<file path="src/rtl/exp4_trena_uc_if.sv">
// exp4_trena_uc_if: signal bundle between the trena control unit and its datapath.
interface exp4_trena_uc_if;
    logic       mensurar;
    logic       modo_continuo;
    logic       pronto_medida;
    logic       pronto_transmissao;
    logic       fim_serial;
    logic       medir;
    logic       partida_serial;
    logic       zera;
    logic       conta_ascii;
    logic       pronto;
    logic       erro;
    logic [3:0] db_estado;
    modport master (
        output mensurar, modo_continuo, pronto_medida, pronto_transmissao, fim_serial,
        input  medir, partida_serial, zera, conta_ascii, pronto, erro, db_estado
    );
    modport slave (
        input  mensurar, modo_continuo, pronto_medida, pronto_transmissao, fim_serial,
        output medir, partida_serial, zera, conta_ascii, pronto, erro, db_estado
    );
endinterface

</file>
<file path="src/rtl/exp4_trena_uc.sv">
// exp4_trena_uc: Moore control unit sequencing measure -> 4-char serial TX, with
// measurement timeout and optional periodic re-trigger.
module exp4_trena_uc #(
    parameter int TIMEOUT_MEDIDA = 2_500_000,
    parameter int INTERVALO      = 25_000_000,
    parameter int CW             = 26
) (
    input logic             clock,
    input logic             reset,
    exp4_trena_uc_if.slave  bus
);
    typedef enum logic [3:0] {
        INICIAL          = 4'h0,
        PREPARACAO       = 4'h1,
        MEDIR            = 4'h2,
        ESPERA_MEDIDA    = 4'h3,
        TRANSMITE        = 4'h4,
        ESPERA_TX        = 4'h5,
        PROXIMO          = 4'h6,
        FINAL            = 4'h7,
        ESPERA_INTERVALO = 4'h8,
        ERRO             = 4'hF
    } state_t;
    state_t        state, state_n;
    logic [CW-1:0] cnt, cnt_n, cnt_inc;
    // saturating increment so a stuck wait never wraps back into range
    assign cnt_inc = &cnt ? cnt : cnt + 1'b1;
    always_ff @(posedge clock or negedge reset) begin
        if (!reset) begin
            state <= INICIAL;
            cnt   <= '0;
        end else begin
            state <= state_n;
            cnt   <= cnt_n;
        end
    end
    always_comb begin
        state_n = INICIAL;
        cnt_n   = cnt;
        case (state)
            INICIAL:       state_n = bus.mensurar ? PREPARACAO : INICIAL;
            PREPARACAO: begin
                state_n = MEDIR;
                cnt_n   = '0;
            end
            MEDIR: begin
                state_n = ESPERA_MEDIDA;
                cnt_n   = '0;
            end
            ESPERA_MEDIDA: begin
                state_n = bus.pronto_medida ? TRANSMITE :
                          cnt == CW'(TIMEOUT_MEDIDA - 1) ? ERRO : ESPERA_MEDIDA;
                cnt_n   = cnt_inc;
            end
            TRANSMITE:     state_n = ESPERA_TX;
            ESPERA_TX:     state_n = !bus.pronto_transmissao ? ESPERA_TX :
                                     bus.fim_serial ? FINAL : PROXIMO;
            PROXIMO:       state_n = TRANSMITE;
            FINAL: begin
                state_n = bus.modo_continuo ? ESPERA_INTERVALO : INICIAL;
                cnt_n   = '0;
            end
            ESPERA_INTERVALO: begin
                state_n = !bus.modo_continuo ? INICIAL :
                          cnt == CW'(INTERVALO - 1) ? PREPARACAO : ESPERA_INTERVALO;
                cnt_n   = cnt_inc;
            end
            ERRO:          state_n = bus.mensurar ? PREPARACAO : ERRO;
            default:       state_n = INICIAL;
        endcase
    end
    assign bus.zera           = state == PREPARACAO;
    assign bus.medir          = state == MEDIR;
    assign bus.partida_serial = state == TRANSMITE;
    assign bus.conta_ascii    = state == PROXIMO;
    assign bus.pronto         = state == FINAL;
    assign bus.erro           = state == ERRO;
    assign bus.db_estado      = state;
endmodule

</file>
<file path="src/flat_wrapper.sv">
// flat-port wrapper written by rule: the top's interface ports become plain ports
module exp4_trena_uc_flat 
#(
    parameter int TIMEOUT_MEDIDA = 2_500_000,
    parameter int INTERVALO      = 25_000_000,
    parameter int CW             = 26
)
  (clock, reset, bus_mensurar, bus_modo_continuo, bus_pronto_medida, bus_pronto_transmissao, bus_fim_serial, bus_medir, bus_partida_serial, bus_zera, bus_conta_ascii, bus_pronto, bus_erro, bus_db_estado);
  exp4_trena_uc_if bus_i ();
  input logic clock;
  input logic reset;
  input wire logic [$bits(bus_i.mensurar)-1:0] bus_mensurar;
  input wire logic [$bits(bus_i.modo_continuo)-1:0] bus_modo_continuo;
  input wire logic [$bits(bus_i.pronto_medida)-1:0] bus_pronto_medida;
  input wire logic [$bits(bus_i.pronto_transmissao)-1:0] bus_pronto_transmissao;
  input wire logic [$bits(bus_i.fim_serial)-1:0] bus_fim_serial;
  output wire logic [$bits(bus_i.medir)-1:0] bus_medir;
  output wire logic [$bits(bus_i.partida_serial)-1:0] bus_partida_serial;
  output wire logic [$bits(bus_i.zera)-1:0] bus_zera;
  output wire logic [$bits(bus_i.conta_ascii)-1:0] bus_conta_ascii;
  output wire logic [$bits(bus_i.pronto)-1:0] bus_pronto;
  output wire logic [$bits(bus_i.erro)-1:0] bus_erro;
  output wire logic [$bits(bus_i.db_estado)-1:0] bus_db_estado;
  assign bus_i.mensurar = bus_mensurar;
  assign bus_i.modo_continuo = bus_modo_continuo;
  assign bus_i.pronto_medida = bus_pronto_medida;
  assign bus_i.pronto_transmissao = bus_pronto_transmissao;
  assign bus_i.fim_serial = bus_fim_serial;
  assign bus_medir = bus_i.medir;
  assign bus_partida_serial = bus_i.partida_serial;
  assign bus_zera = bus_i.zera;
  assign bus_conta_ascii = bus_i.conta_ascii;
  assign bus_pronto = bus_i.pronto;
  assign bus_erro = bus_i.erro;
  assign bus_db_estado = bus_i.db_estado;
  exp4_trena_uc #(.TIMEOUT_MEDIDA(TIMEOUT_MEDIDA), .INTERVALO(INTERVALO), .CW(CW)) u_core (.clock(clock), .reset(reset), .bus(bus_i));
endmodule
</file>
<file path="config.mk">
export PLATFORM = sky130hd
export DESIGN_NAME = exp4_trena_uc_flat
export DESIGN_NICKNAME = d
export VERILOG_FILES = /design/src/rtl/exp4_trena_uc_if.sv /design/src/rtl/exp4_trena_uc.sv /design/src/flat_wrapper.sv
export SDC_FILE = /design/constraint.sdc
export NUM_CORES = 1
export LEC_CHECK = 0
export BUFFER_PORTS_ARGS = -buffer_cell sky130_fd_sc_hd__buf_4
export CORE_MARGIN = 4
export CORE_UTILIZATION = 59
export CTS_CLUSTER_SIZE = 14
export DETAILED_ROUTE_END_ITERATION = 10
export PLACE_DENSITY = 0.83
export SETUP_SLACK_MARGIN = 0.2
export SLEW_MARGIN = 10
export SYNTH_ARGS = -nofsm -noshare
export SYNTH_HDL_FRONTEND = slang
export SYNTH_SLANG_ARGS = --single-unit
</file>
<file path="constraint.sdc">
create_clock -name clock -period 2.5 [get_ports clock]
set_input_delay 0.375 -clock clock [delete_from_list [all_inputs] [get_ports clock]]
set_output_delay 0.375 -clock clock [all_outputs]
set_load 0.01 [all_outputs]
</file>
==> results by group <==
STA
  • Final period util: slightly below 90%
  • Final hold violations: 0
  • Final Skew: 0.005403 ns
  • Worst Tran Pin Value: between 0.6 and 0.7 ns
  • Setup violators final: 0
  • Final setup margin: 0.3329 ns
  • Minimum clock period: 2.167 ns
  • Pins over their slew limit: 0
  • Unrepaired setup endpoints after global routing: false
  • Slew Limit Headroom: 54.46%
  • Setup tns final: 0 ns
  • Fmax: 0.4614 GHz

Placement
  • Final GP Congestion: 0.8759
  • Post-DP HPWL: 2891 um
  • Post-place setup slack: around 0.29 ns
  • Input/output buffers: 16
  • Placed inst area: 1986 um2

Floorplanning
  • DIE WIDTH: 64.65 um
  • Core Region: just over 3000 um2
  • # rows: 20
  • Die extent in y: 64.65 um
  • Starting Density: 62.01%
  • IO Count: 17
  • Total die area: ~4200 um2

Worst setup path
  • Worst setup EP type: flop
  • Crit path capture: u_core.cnt[3]
  • R2R Setup Slk: 0.33 ns
  • Largest stage delay, worst path: 0.63 ns
  • Setup crit start kind: flop
  • CP Depth: 6
  • Crit path max-delay family: simple AND/OR/NAND/NOR gates
  • Worst path slowest cell: or4_4
  • Max Fanout on Critical Path: 10
  • Worst EP arrival: 2.38 ns
  • Reg-to-Reg Start: u_core.cnt[1]
  • Required @ worst endpoint: 2.71 ns
  • Reg-to-Reg End: u_core.cnt[3]
  • Kind of critical path: flop to flop
  • Crit path launch: u_core.cnt[1]
  • CP Buf/Inv Count: 0
  • Reg2reg path depth: 6
  • Critical path cell sequence: ha_1 -> nand4_1 -> or4_4 -> o21a_2 -> a41oi_1 -> a31oi_1

Final layout
  • Final instance area: 2103 um2
  • Layout cell share with drive strength beyond 1: 17.03%
  • Area growth syn-to-layout: 11.10%
  • Register area: approximately 750 um2
  • Util after Layout: 68.89%
  • Antenna Cells: 0
  • Final #Nets: 236
  • Filler cells: between 200 and 250
  • Area occupied by multi-input gates: 1031 um2

Flow run
  • Max_cap viols: 0

Global route
  • Pin count of the biggest net entering global routing: 31
  • First-pass GRT wire length: 6948 um
  • Grt ovf: 0
  • Vias in the first global route: between 1500 and 2000
  • Gr usage total: a little over a fifth
  • Initial antenna violation count: 0

Yosys
  • Post-synth EDFFs: 0
  • Top_reg_cell synth: dfrtp_1
  • Most instantiated cells after synthesis: dfrtp_1 (30), nand2_1 (25), nand4_1 (13), nor2_1 (12)
  • Sequential area share after synthesis: 39.66%
  • Synth area leader: dfrtp_1
  • Post-synth top area share: 39.66%
  • Syn Nets: 224
  • Count leader, synth: dfrtp_1
  • Synthesized area per cell: 8.764 um2
  • YS warnings: 0
  • Top cells by area, synth: dfrtp_1 (40%), nand2_1 (5.0%), o211ai_1 (4.4%), nand4_1 (4.3%), o31ai_1 (4.0%)
  • Number of synthesized register bits: 30
  • Post-Syn Instances: 216
  • Mapped cell area: 1893 um2
  • Async SR Flop Fraction: between 90% and 100%
  • Netlist cell types: 47

Power
  • Max VDD drop: 0.0004020 V
  • Logic gate share of total power: 39.8%
  • Register share of total power: 36.8%
  • Clock network fraction of design power: 23.5%
  • Leak: 0.8228 nW
  • Switching share of total power: roughly two fifths
  • Pint: 986.1 uW
  • Total power: about 1.6 mW
  • Psw: 644.5 uW
  • Cell Pwr Density: 775.2 nW/um2

Clocking
  • Root buffer cell: clkbuf_4
  • Clock Pin Slew Worst Setup and Hold Paths: 0.10 ns
  • Maximum clock path buffer count: 2
  • Skew-Pair Late Insertion Delay: 0.33 ns
  • CTS tree: done
  • CTS sink cnt: 30
  • H-tree Lvls: 2
  • Clock buffer count from CTS: 5

Drt
  • ANT nets after route: 0
  • Routed wire per std cell: 15.08 um
  • Vias: 1730
  • Detailed Route WL: a little over 4000 um
  • DR pass1 iterations: 4
  • DRC Markers: 0
  • Vias per cell: 6.337
  • Starting DRT DRC Count: 189

Hold path
  • Hold WC Path Type: primary input to flop
  • Hold path depth: 3

Outcome
  • Status: finished clean
==> final cells by class <==
cell class,count,share of cell area [%]
multi-input cells,165,49.02
repair buffers,24,8.685
flip-flops and latches,30,35.75
well taps,44,2.617
clock inverters,1,1.428
inverters,2,0.3569
clock buffers,7,2.142
==> metal layers <==
layer	share of wire, %	vias to the layer above	wire length (um)	global-route usage (%)
li1	-	851	-	-
met1	45	811	1873	28.13
met2	47	61	1941	33.63
met3	6.2	7	254	5.199
met4	1.2	0	48	6.332
met5	0	-	0	0
==> cells by family (layout without fill, tap and decap cells) <==
group / count (synthesis) / count (layout) / share of synthesized area, %
flops: 30 / 30 / 39.66
xor+xnor: 1 / 1 / 0.4627
mux: 3 / 3 / 1.586
compound gates: 62 / 62 / 23.53
fa+ha+maj: 1 / 1 / 0.6608
buf+inv: 21 / 34 / 5.949
simple gates: 98 / 98 / 28.16
==> registers in the layout, summed over array words and instances, names as in the netlist <==
register	flops
u_core.bus.db_estado	4
u_core.cnt	26
==> worst reg2reg max path, delay by kind of cell, from the launching register on <==
family	cells	cell delay, ns
DFF	1	0.42
adders and majority gates	1	0.23
AOI/OAI and AO/OA	3	0.60
and+or+nand+nor	2	0.81
==> worst min-delay path by stage <==
stage	start	end	slack (ns)
2_1_floorplan	reset	u_core.bus.db_estado[0]	0.08
3_3_place_gp	reset	u_core.bus.db_estado[1]	0.32
3_5_place_dp	reset	u_core.bus.db_estado[1]	0.33
4_1_cts	bus_modo_continuo	u_core.bus.db_estado[0]	0.32
5_1_grt	bus_modo_continuo	u_core.bus.db_estado[0]	0.35
6_report	bus_modo_continuo	u_core.bus.db_estado[0]	0.33
==> layout by cell type (no fill, tap or decap), types with 4 or more instances in the layout <==
cell type and n:
o31ai_1 10, dfrtp_1 29, or4_1 4, a31oi_1 9
nand3_1 11, buf_4 23, nand2_1 25, nor2_1 12
a21oi_1 8, o211ai_1 11, o21ai_0 9, nand2b_1 5
and3_1 4, nor3_1 6, clkbuf_4 5, nand4_1 13
==> power groups by stage <==
stage | Clock, mW | Sequential (mW) | Combinational, mW
final | 0.383 | 0.599 | 0.649
after global routing | 0.406 | 0.610 | 0.711
after CTS | 0.386 | 0.597 | 0.613
after detailed placement | 0 | 0.607 | 0.610
after global placement | 0 | 0.603 | 0.598
after floorplan | 0 | 0.573 | 0.497
==> per-stage QoR <==
step,std cells,hold slack [ns]
finish,273,0.3344
global route,273,0.3470
CTS,269,0.3228
detailed placement,260,0.3250
global placement,260,0.3168
floorplan,216,0.07941
==> repair_timing <==
item | 4_1_cts | 5_1_grt
hold buffers | 1 | 0
gates resized for setup | 0 | 2
endpoints found under the setup margin | 0 | 9
hold endpoints to repair | 30 | 0
buffers inserted | 0 | 4
(Power assumes the default switching activity.)
